`config.mk`:
```
export PLATFORM = sky130hd
export DESIGN_NAME = mux2_rr_arbiter_flat
export DESIGN_NICKNAME = d
export VERILOG_FILES = /design/src/rtl/mux2_rr_arbiter_if.sv /design/src/rtl/mux2_rr_arbiter.sv /design/src/flat_wrapper.sv
export SDC_FILE = /design/constraint.sdc
export NUM_CORES = 1
export LEC_CHECK = 0
export BUFFER_PORTS_ARGS = -buffer_cell sky130_fd_sc_hd__buf_4
export CORE_MARGIN = 2
export CORE_UTILIZATION = 44
export CTS_CLUSTER_DIAMETER = 50
export DETAILED_ROUTE_END_ITERATION = 10
export PLACE_DENSITY = 0.85
export SYNTH_ARGS = -nofsm -noshare
export SYNTH_HDL_FRONTEND = slang
export SYNTH_SLANG_ARGS = --single-unit
```
`constraint.sdc`:
```
create_clock -name clk -period 2.3 [get_ports clk]
set_input_delay 0.23 -clock clk [delete_from_list [all_inputs] [get_ports clk]]
set_output_delay 0.23 -clock clk [all_outputs]
set_load 0.02 [all_outputs]
```
`src/rtl/mux2_rr_arbiter_if.sv`:
```
// Handshake bundle between two streaming sources, the shared output channel
// and the arbiter that owns the 2:1 mux select.
interface mux2_rr_arbiter_if #(
  parameter int unsigned WIDTH = 8
);
  logic             a_valid;
  logic [WIDTH-1:0] a_data;
  logic             a_ready;
  logic             b_valid;
  logic [WIDTH-1:0] b_data;
  logic             b_ready;
  logic             out_valid;
  logic [WIDTH-1:0] out_data;
  logic             out_ready;
  logic             s;
  logic             gnt_a;
  logic             gnt_b;

  modport master (
    input  a_valid, a_data, b_valid, b_data, out_ready,
    output a_ready, b_ready, out_valid, out_data, s, gnt_a, gnt_b
  );

  modport slave (
    output a_valid, a_data, b_valid, b_data, out_ready,
    input  a_ready, b_ready, out_valid, out_data, s, gnt_a, gnt_b
  );
endinterface

```
`src/rtl/mux2_rr_arbiter.sv`:
```
// Round-robin arbiter for a shared 2:1 mux: grants source A or B the output
// channel, owns the registered select and caps each grant at MAX_BURST transfers.
module mux2_rr_arbiter #(
  parameter int unsigned WIDTH     = 8,
  parameter int unsigned MAX_BURST = 4
) (
  input logic                clk,
  input logic                rst_n,
  mux2_rr_arbiter_if.master  bus
);
  localparam int unsigned      CNT_W    = $clog2(MAX_BURST + 1);
  localparam logic [CNT_W-1:0] CNT_LAST = CNT_W'(MAX_BURST - 1);

  typedef enum logic [1:0] {IDLE, GNT_A, GNT_B} state_t;

  state_t           r_state, w_state_nxt;
  logic             r_s, w_s_nxt;
  logic             r_last_a, w_last_a_nxt;
  logic [CNT_W-1:0] r_cnt, w_cnt_nxt;

  logic             w_gnt_a, w_gnt_b;
  logic             w_out_valid, w_xfer;
  logic             w_own_valid, w_oth_valid, w_burst_end;
  logic [WIDTH-1:0] w_out_data;

  assign w_gnt_a     = (r_state == GNT_A);
  assign w_gnt_b     = (r_state == GNT_B);
  // rst_n gates the handshake so a reset cycle never completes a transfer
  assign w_out_valid = rst_n & ((w_gnt_a & bus.a_valid) | (w_gnt_b & bus.b_valid));
  assign w_xfer      = w_out_valid & bus.out_ready;
  assign w_out_data  = r_s ? bus.a_data : bus.b_data;

  assign w_own_valid = w_gnt_a ? bus.a_valid : bus.b_valid;
  assign w_oth_valid = w_gnt_a ? bus.b_valid : bus.a_valid;
  assign w_burst_end = w_xfer & (r_cnt == CNT_LAST);

  assign bus.out_valid = w_out_valid;
  assign bus.out_data  = w_out_data;
  assign bus.a_ready   = rst_n & w_gnt_a & bus.out_ready;
  assign bus.b_ready   = rst_n & w_gnt_b & bus.out_ready;
  assign bus.gnt_a     = w_gnt_a;
  assign bus.gnt_b     = w_gnt_b;
  assign bus.s         = r_s;

  // State, select, last-served and burst counter registers
  always_ff @(posedge clk) begin
    if (!rst_n) begin
      r_state  <= IDLE;
      r_s      <= 1'b1;
      r_last_a <= 1'b0;
      r_cnt    <= '0;
    end else begin
      r_state  <= w_state_nxt;
      r_s      <= w_s_nxt;
      r_last_a <= w_last_a_nxt;
      r_cnt    <= w_cnt_nxt;
    end
  end

  // Arbitration and burst release
  always_comb begin
    w_state_nxt  = r_state;
    w_s_nxt      = r_s;
    w_last_a_nxt = r_last_a;
    w_cnt_nxt    = r_cnt;
    unique case (r_state)
      IDLE: begin
        if (bus.a_valid && (!bus.b_valid || !r_last_a)) begin
          w_state_nxt = GNT_A;
          w_s_nxt     = 1'b1;
          w_cnt_nxt   = '0;
        end else if (bus.b_valid) begin
          w_state_nxt = GNT_B;
          w_s_nxt     = 1'b0;
          w_cnt_nxt   = '0;
        end
      end
      GNT_A, GNT_B: begin
        if (w_burst_end || !w_own_valid) begin
          w_last_a_nxt = w_gnt_a;
          w_cnt_nxt    = '0;
          if (w_oth_valid) begin
            w_state_nxt = w_gnt_a ? GNT_B : GNT_A;
            w_s_nxt     = w_gnt_b;
          end else if (!(w_burst_end && w_own_valid)) begin
            w_state_nxt = IDLE;
          end
        end else if (w_xfer) begin
          w_cnt_nxt = r_cnt + CNT_W'(1);
        end
      end
      default: w_state_nxt = IDLE;
    endcase
  end
endmodule

```
`src/flat_wrapper.sv`:
```
// flat-port wrapper written by rule: the top's interface ports become plain ports
module mux2_rr_arbiter_flat 
#(
  parameter int unsigned WIDTH     = 8,
  parameter int unsigned MAX_BURST = 4
)
  (clk, rst_n, bus_a_valid, bus_a_data, bus_b_valid, bus_b_data, bus_out_ready, bus_a_ready, bus_b_ready, bus_out_valid, bus_out_data, bus_s, bus_gnt_a, bus_gnt_b);
  mux2_rr_arbiter_if #(.WIDTH(WIDTH)) bus_i ();
  input logic clk;
  input logic rst_n;
  input wire logic [$bits(bus_i.a_valid)-1:0] bus_a_valid;
  input wire logic [$bits(bus_i.a_data)-1:0] bus_a_data;
  input wire logic [$bits(bus_i.b_valid)-1:0] bus_b_valid;
  input wire logic [$bits(bus_i.b_data)-1:0] bus_b_data;
  input wire logic [$bits(bus_i.out_ready)-1:0] bus_out_ready;
  output wire logic [$bits(bus_i.a_ready)-1:0] bus_a_ready;
  output wire logic [$bits(bus_i.b_ready)-1:0] bus_b_ready;
  output wire logic [$bits(bus_i.out_valid)-1:0] bus_out_valid;
  output wire logic [$bits(bus_i.out_data)-1:0] bus_out_data;
  output wire logic [$bits(bus_i.s)-1:0] bus_s;
  output wire logic [$bits(bus_i.gnt_a)-1:0] bus_gnt_a;
  output wire logic [$bits(bus_i.gnt_b)-1:0] bus_gnt_b;
  assign bus_i.a_valid = bus_a_valid;
  assign bus_i.a_data = bus_a_data;
  assign bus_i.b_valid = bus_b_valid;
  assign bus_i.b_data = bus_b_data;
  assign bus_i.out_ready = bus_out_ready;
  assign bus_a_ready = bus_i.a_ready;
  assign bus_b_ready = bus_i.b_ready;
  assign bus_out_valid = bus_i.out_valid;
  assign bus_out_data = bus_i.out_data;
  assign bus_s = bus_i.s;
  assign bus_gnt_a = bus_i.gnt_a;
  assign bus_gnt_b = bus_i.gnt_b;
  mux2_rr_arbiter #(.WIDTH(WIDTH), .MAX_BURST(MAX_BURST)) u_core (.clk(clk), .rst_n(rst_n), .bus(bus_i));
endmodule
```
==> results of run 1 <==
==> path summary, 6_finish.rpt <==
kind              cells past startpoint           endpoint  slack (ns)         startpoint
setup / recovery                      6  u_core.r_state[0]        0.32  u_core.r_state[0]
hold reg to reg                       2    u_core.r_cnt[1]        0.47    u_core.r_cnt[1]
setup reg to reg                      6  u_core.r_state[0]        0.32  u_core.r_state[0]
hold / removal                        2    u_core.r_last_a        0.29              rst_n
==> kinds of logic (layout without fill, tap and decap cells) <==
group | Yosys count | count (layout) | synth area share, %
and+or+nand+nor | 30 | 30 | 25.5
AOI/OAI and AO/OA | 16 | 16 | 19.0
DFF | 7 | 7 | 20.7
muxes | 11 | 11 | 17.9
adders and majority gates | 6 | 6 | 11.1
buffers and inverters | 8 | 43 | 5.73
==> placed cells by master, fill, tap and decap left out, drive strengths merged <==
master	n
a22oi	1
ha	6
nand2b	1
buf	34
o22ai	3
o31a	1
dfxtp	7
a311oi	1
mux2	9
nand2	11
a22o	1
nor3b	2
nor2	4
inv	5
nand4	1
nor4b	1
mux2i	2
nand3b	2
o21a	1
clkbuf	4
and3	3
a21oi	2
and2	1
and2b	3
o211ai	3
o21ai	1
or4b	1
a21o	1
o311a	1
==> metal layers <==
metal,GRT usage (%),wire [um],vias to the layer above,part of all wire (%)
met1,26.0,705,335,40
met2,37.3,956,16,54
li1,-,-,355,-
met5,0,0,-,0
met4,12.1,44,0,2.5
met3,5.96,71,7,4.0
==> through the flow <==
stage	hold WS [ns]	utilization (%)
floorplan	0.428	-
global placement	0.461	63.4
global route	0.290	65.1
detailed placement	0.469	63.4
finish	0.286	65.1
CTS	0.283	65.1
==> layout make-up <==
class                   instances  area [um^2]  area share [%]
multi-input cells              63          498            52.0
repair buffers                 34          255            26.6
flip-flops and latches          7          140            14.6
clock buffers                   4         26.3            2.74
well taps                      16         20.0            2.09
inverters                       5         18.8            1.96
==> registers in the layout (all words and copies together), names as in the netlist <==
register         count
u_core.bus.s         1
u_core.r_state       2
u_core.r_last_a      1
u_core.r_cnt         3
==> power by group through the flow <==
stage	logic [mW]	clock network (mW)	registers, mW
floorplan	0.483	0	0.180
global placement	0.648	0	0.190
detailed placement	0.660	0	0.194
CTS	0.664	0.123	0.191
global route	0.720	0.133	0.197
finish	0.665	0.120	0.190
==> worst reg2reg max path, stage by stage (launching register included) <==
cell and delay (ns):
dfxtp_1 0.39, inv_1 0.09, ha_1 0.42, and2b_2 0.21, a21oi_1 0.04, or4b_2 0.62
mux2i_1 0.15
==> key figures, run 1 <==
Run status
  – Result of the run: finished, final reports clean

Floorplan
  – Core region area: approximately 1500 um^2
  – Standard-cell row count: 14
  – DIE WIDTH: around 43 um
  – Height of the die: 43.2 um
  – I/O pin count: 35
  – Initial Utilization: 46.0%
  – Die footprint: 1870 um^2

Global routing
  – Number of global-route vias before repair: 762
  – First-pass GRT wire length: 3.20 mm
  – Initial antenna violation count: 0
  – Overflow left after global routing: 0
  – GR Util All Layers: about 23%
  – Pin count of the biggest net entering global routing: 17

Critical path
  – Critical Path RT: 2.48 ns
  – Critical path fanouts, max: 8
  – Worst path buffer plus inverter count: 1
  – CP arrival: 2.17 ns
  – Cells along the critical path: inv_1, ha_1, and2b_2, a21oi_1, or4b_2, mux2i_1
  – Endpoint class of the critical path: register
  – Element type at the critical path start: register
  – Highest-delay cell along the critical path: or4b_2
  – Family with the most delay on the worst path: simple AND/OR/NAND/NOR gates
  – Largest stage delay on the critical path: 0.62 ns
  – Crit Path Category: reg -> reg

Worst hold path
  – Hold Path Class: in -> reg

Place
  – Half-perimeter wire length after detailed placement: roughly 1.4 mm
  – Total placed cells including tap cells: between 100 and 150
  – IO Port Bufs: 34
  – Weighted congestion reported at the end of routability-driven placement: roughly 0.81
  – Placed Area: 932 um^2
  – DP Worst Slack: about 0.32 ns

STA
  – Final worst-path setup slack: 0.316 ns
  – Achievable Freq: about 0.50 GHz
  – Summed negative setup slack over all endpoints: 0 ns
  – Final setup violation count: 0
  – Slew at the pin with the worst max-slew slack: approximately 0.52 ns
  – Rel. slew slack: 64.9%
  – Max-slew violation total from the final report: 0
  – Clock skew after layout: between 0.01 and 0.015 ns
  – Total count of hold-check failures in the final report: 0
  – Setup repair after global routing missed its margin: false
  – Final Cycle Share: 86.2%
  – Fin crit period: 1.98 ns

Power
  – Final Power: 0.975 mW
  – Sw Pwr: 0.426 mW
  – Areal power density over the cells: 1020 nW/um^2
  – Clk network pwr share: 12.3%
  – Largest voltage drop on the vdd net: 599 uV
  – Leakage power: ~0.45 nW
  – Part of the total power dissipated in sequential elements: 19.5%
  – Switching share of power: 43.7%
  – Combinational power share: 68.2%
  – Pint: 0.549 mW

Synth
  – Area share of the largest cell type after synthesis: 20.7%
  – Area contributors post-synth: dfxtp_1 (21%), mux2_2 (15%), ha_1 (11%), nand2_1 (6.1%), and2b_2 (3.9%)
  – Library cell occupying the most area in the post-synthesis netlist: dfxtp_1
  – Syn_nets: 105
  – Cell with the most instances after synthesis: nand2_1
  – Flops & latches, synth: 7
  – Commonest cells post-synth: nand2_1 (11), mux2_2 (9), dfxtp_1 (7), ha_1 (6), inv_1 (5)
  – Number of distinct library cell variants in the gate-level netlist after synthesis: 31
  – Number of warning messages in the yosys log: 0
  – Sequential fraction of the synthesis area: 20.7%
  – Netlist area before placement: 677 um^2
  – Synthesized area divided by synthesized cell count: 8.68 um^2
  – Fraction of registers with async set or reset after synthesis: 0%
  – Count of mapped cells out of synthesis: 78
  – Dominant synthesized flop cell: dfxtp_1
  – Number of flops mapped to enable cells by yosys: 0

Finish
  – P&R area growth vs syn: 41.6%
  – Fill cells: 144
  – Antenna diode count: 0
  – Cell area after layout: approximately 960 um^2
  – Share of final-layout standard cells stronger than drive strength 1: 50.4%
  – Final cell count without fillers: roughly 130
  – Nets: 141

Clock network
  – Clock latency of the later-clocked register in the worst-skew pair: around 0.26 ns
  – H-tree levels: 1
  – Root Driver: clkbuf_4
  – Clk pin slew, worst setup/hold paths: 0.06 ns
  – Setup fix buffers added after clock tree synthesis: 0
  – Clock tree from TritonCTS: done
  – Worst-case clock buffer depth: 2
  – # clock sinks: 7
  – Cts bufs inserted: 3
  – Number of hold buffers added after CTS: 0
  – Cells resized by post-CTS repair: 0

Drt
  – DRC Markers: 0
  – Via Count: 713
  – Routed Wire Length: 1.78 mm
  – WL per Instance: 13.8 um
  – Number of violations reported at the end of detailed-routing iteration 0: 11
  – Vias per inst: between 5 and 6
  – Router iterations before antenna repair: 4
  – Antenna Nets Post-Route: 0

Job
  – MaxCap Viol Count: 0
No activity file was read; power rests on OpenSTA's default activity.
==> run 2, diff against run 1 <==
--- a/config.mk
+++ b/config.mk
@@ -5,12 +5,13 @@
 export SDC_FILE = /design/constraint.sdc
 export NUM_CORES = 1
 export LEC_CHECK = 0
+export ABC_AREA = 1
 export BUFFER_PORTS_ARGS = -buffer_cell sky130_fd_sc_hd__buf_4
 export CORE_MARGIN = 2
-export CORE_UTILIZATION = 44
+export CORE_UTILIZATION = 43
 export CTS_CLUSTER_DIAMETER = 50
 export DETAILED_ROUTE_END_ITERATION = 10
-export PLACE_DENSITY = 0.85
+export PLACE_DENSITY = 0.84
 export SYNTH_ARGS = -nofsm -noshare
 export SYNTH_HDL_FRONTEND = slang
 export SYNTH_SLANG_ARGS = --single-unit
==> run 2 against run 1 <==
- hold slack lost 0.068 ns
- largest power group unchanged
- via count grew 6.0%
- critical endpoint is now bus_a_ready
- final cell count grew 17%
- total power grew 4.8%
- flip-flop and latch count is the same
- highest routed layer unchanged
- sequential share of layout area grew 0.12 points
- core utilization shrank 0.51 points
- register-to-register slack gained 0.31 ns
- synthesized cell count grew 27%
- routed wire length grew 0.22%
- clock skew shrank 0.012 ns
- critical path type is now reg -> out
- sequential power grew 7%
==> key figures, run 2 <==
Power
  – Switching share of power: around half
  – Part of the total power dissipated in sequential elements: 19.9%
  – Areal power density over the cells: approximately 1100 nW/um^2
  – Sw Pwr: between 0.5 and 0.6 mW
  – Clk network pwr share: 11.3%
  – Combinational power share: 68.8%
  – Pint: 0.518 mW
  – Largest voltage drop on the vdd net: 702 uV
  – Leakage power: 0.496 nW

Synth
  – Area contributors post-synth: dfxtp_1 (21%), nand2_1 (14%), mux2_2 (14%), ha_1 (11%), inv_1 (8.0%)
  – Dominant synthesized flop cell: dfxtp_1
  – Number of flops mapped to enable cells by yosys: 0
  – Commonest cells post-synth: nand2_1 (25), inv_1 (14), nand3_1 (10), mux2_2 (8)
  – Flops & latches, synth: 7
  – Fraction of registers with async set or reset after synthesis: 0%
  – Syn_nets: approximately 130
  – Count of mapped cells out of synthesis: 99
  – Number of distinct library cell variants in the gate-level netlist after synthesis: 17
  – Netlist area before placement: 656 um^2
  – Number of warning messages in the yosys log: 0
  – Cell with the most instances after synthesis: nand2_1
  – Library cell occupying the most area in the post-synthesis netlist: dfxtp_1
  – Sequential fraction of the synthesis area: 21.4%
  – Area share of the largest cell type after synthesis: 21.4%
  – Synthesized area divided by synthesized cell count: 6.62 um^2

Worst hold path
  – Hold Path Class: in -> reg
  – Cell count of the worst hold path: 2
  – Origin of the worst min-delay path: rst_n
  – Hold path endpoint: u_core.bus.s

STA
  – Summed negative setup slack over all endpoints: 0 ns
  – Fin crit period: 1.72 ns
  – Final setup violation count: 0
  – Final worst-path setup slack: roughly 0.58 ns
  – Achievable Freq: 0.583 GHz
  – Rel. slew slack: 74.0%
  – Slew at the pin with the worst max-slew slack: 0.389 ns
  – Total count of hold-check failures in the final report: 0
  – Setup repair after global routing missed its margin: false
  – Final Cycle Share: about 75%
  – Max-slew violation total from the final report: 0
  – Worst hold slack: 0.218 ns
  – Clock skew after layout: 0.00108 ns

Finish
  – P&R area growth vs syn: 45.0%
  – Fill cells: 155
  – Area used by multi-input combinational logic: 452 um^2
  – Nets: 163
  – Share of final-layout standard cells stronger than drive strength 1: 39.3%
  – Utilization after layout: 64.6%
  – Most frequent cells in the layout: buf_4 (34), nand2_1 (25), inv_1 (14)
  – Biggest register: u_core.r_cnt
  – Leading cell type in the layout, fill and taps excluded: buf_4
  – Biggest regs: u_core.r_cnt x3, u_core.r_state x2
  – Max reg flops: 3
  – Cell area after layout: 951 um^2
  – Area taken by flip-flops and latches: around 140 um^2
  – Antenna diode count: 0

Place
  – Half-perimeter wire length after detailed placement: 1.49 mm
  – Weighted congestion reported at the end of routability-driven placement: 0.841
  – DP Worst Slack: approximately 0.67 ns
  – Placed Area: 923 um^2
  – IO Port Bufs: 34

Critical path
  – Largest stage delay on the critical path: 0.33 ns
  – Worst path buffer plus inverter count: 3
  – Number of cells on the worst reg-to-reg path: 9
  – Highest-delay cell along the critical path: dfxtp_1
  – Cells along the critical path: inv_1, ha_1, inv_1, nor3_1, buf_4
  – Crit Path Category: reg -> out
  – Family with the most delay on the worst path: buffers and inverters
  – Element type at the critical path start: register
  – Critical path fanouts, max: 6
  – Endpoint class of the critical path: output port
  – Startpoint of the most critical register-to-register path: u_core.r_state[0]
  – Critical Path RT: 2.07 ns
  – Critical Path Most Common Cell: inv_1
  – CP arrival: 1.49 ns
  – Flop-to-flop setup slack: 0.63 ns
  – Worst R2R End: u_core.r_cnt[2]

Global routing
  – Pin count of the biggest net entering global routing: 11
  – GR Util All Layers: 20.5%
  – Initial antenna violation count: 0
  – Overflow left after global routing: 0
  – First-pass GRT wire length: 2.89 mm
  – Number of global-route vias before repair: 729

Clock network
  – Cells resized by post-CTS repair: 0
  – Setup fix buffers added after clock tree synthesis: 0
  – Clk pin slew, worst setup/hold paths: 0.06 ns
  – # clock sinks: 7
  – Clock tree from TritonCTS: done
  – Clock latency of the later-clocked register in the worst-skew pair: approximately 0.25 ns
  – Cts bufs inserted: 3
  – Worst-case clock buffer depth: 2
  – Root Driver: clkbuf_4
  – Number of hold buffers added after CTS: 0
  – H-tree levels: 1

Floorplan
  – Die footprint: 1850 um^2
  – Height of the die: 43.0 um
  – Initial Utilization: 44.6%
  – Core region area: around 1500 um^2
  – I/O pin count: 35
  – DIE WIDTH: roughly 43 um
  – Standard-cell row count: 14

Drt
  – Antenna Nets Post-Route: 0
  – Router iterations before antenna repair: 4
  – Routed Wire Length: 1.78 mm
  – Vias per inst: 5.01
  – Number of violations reported at the end of detailed-routing iteration 0: 10
  – WL per Instance: 11.8 um
  – DRC Markers: 0
  – Via Count: 756

Job
  – MaxCap Viol Count: 0

Run status
  – Result of the run: finished, final reports clean
run 2: cell count changes after synthesis, moves of 3 or more:
cell,before,now
nand2_1,11,25
nand3_1,0,10
inv_1,5,14
a21oi_1,2,7
and2b_2,3,0
o211ai_1,3,0
o22ai_1,3,0
run 2: cell families after synthesis:
logic type,after synthesis,synth area share [%]
adders and majority gates,6,11.5
AOI/OAI and AO/OA,10,7.63
buffers and inverters,17,9.73
DFF,7,21.4
muxes,8,13.7
and+or+nand+nor,51,36.1
run 2: metal layers:
metal | wire length (um) | global-route usage [%] | up-vias
met5 | 0 | 0 | -
met4 | 27 | 4.85 | 0
met3 | 77 | 6.81 | 2
met2 | 976 | 37.0 | 14
met1 | 700 | 23.0 | 346
li1 | - | - | 394
run 2: metrics by stage:
step           total power [mW]  cells
6_report                   1.02    151
5_1_grt                    1.11    151
4_1_cts                    1.03    151
3_5_place_dp              0.901    147
3_3_place_gp              0.887    147
2_1_floorplan             0.690     99
run 2: power by group through the flow:
stage | clock network, mW | registers, mW | logic [mW]
finish | 0.116 | 0.203 | 0.703
global route | 0.127 | 0.209 | 0.774
CTS | 0.121 | 0.204 | 0.703
detailed placement | 0 | 0.206 | 0.695
global placement | 0 | 0.205 | 0.682
floorplan | 0 | 0.190 | 0.500
run 2: how the worst max path moves through the flow:
stage	startpoint	endpoint	cells after the start
3_3_place_gp	u_core.r_state[0]	u_core.r_cnt[1]	9
4_1_cts	u_core.r_state[1]	bus_a_ready	5
2_1_floorplan	u_core.r_state[1]	u_core.r_cnt[1]	10
6_report	u_core.r_state[1]	bus_a_ready	5
3_5_place_dp	u_core.r_state[0]	u_core.r_cnt[2]	9
5_1_grt	u_core.r_state[1]	bus_a_ready	5
run 2: layout make-up:
type	count	share of cell area (%)
Clock inverter	1	0.526
Clock buffer	3	2.37
Timing Repair Buffer	34	26.8
Tap cell	16	2.11
Inverter	15	5.92
Multi-Input combinational cell	75	47.5
Sequential cell	7	14.7
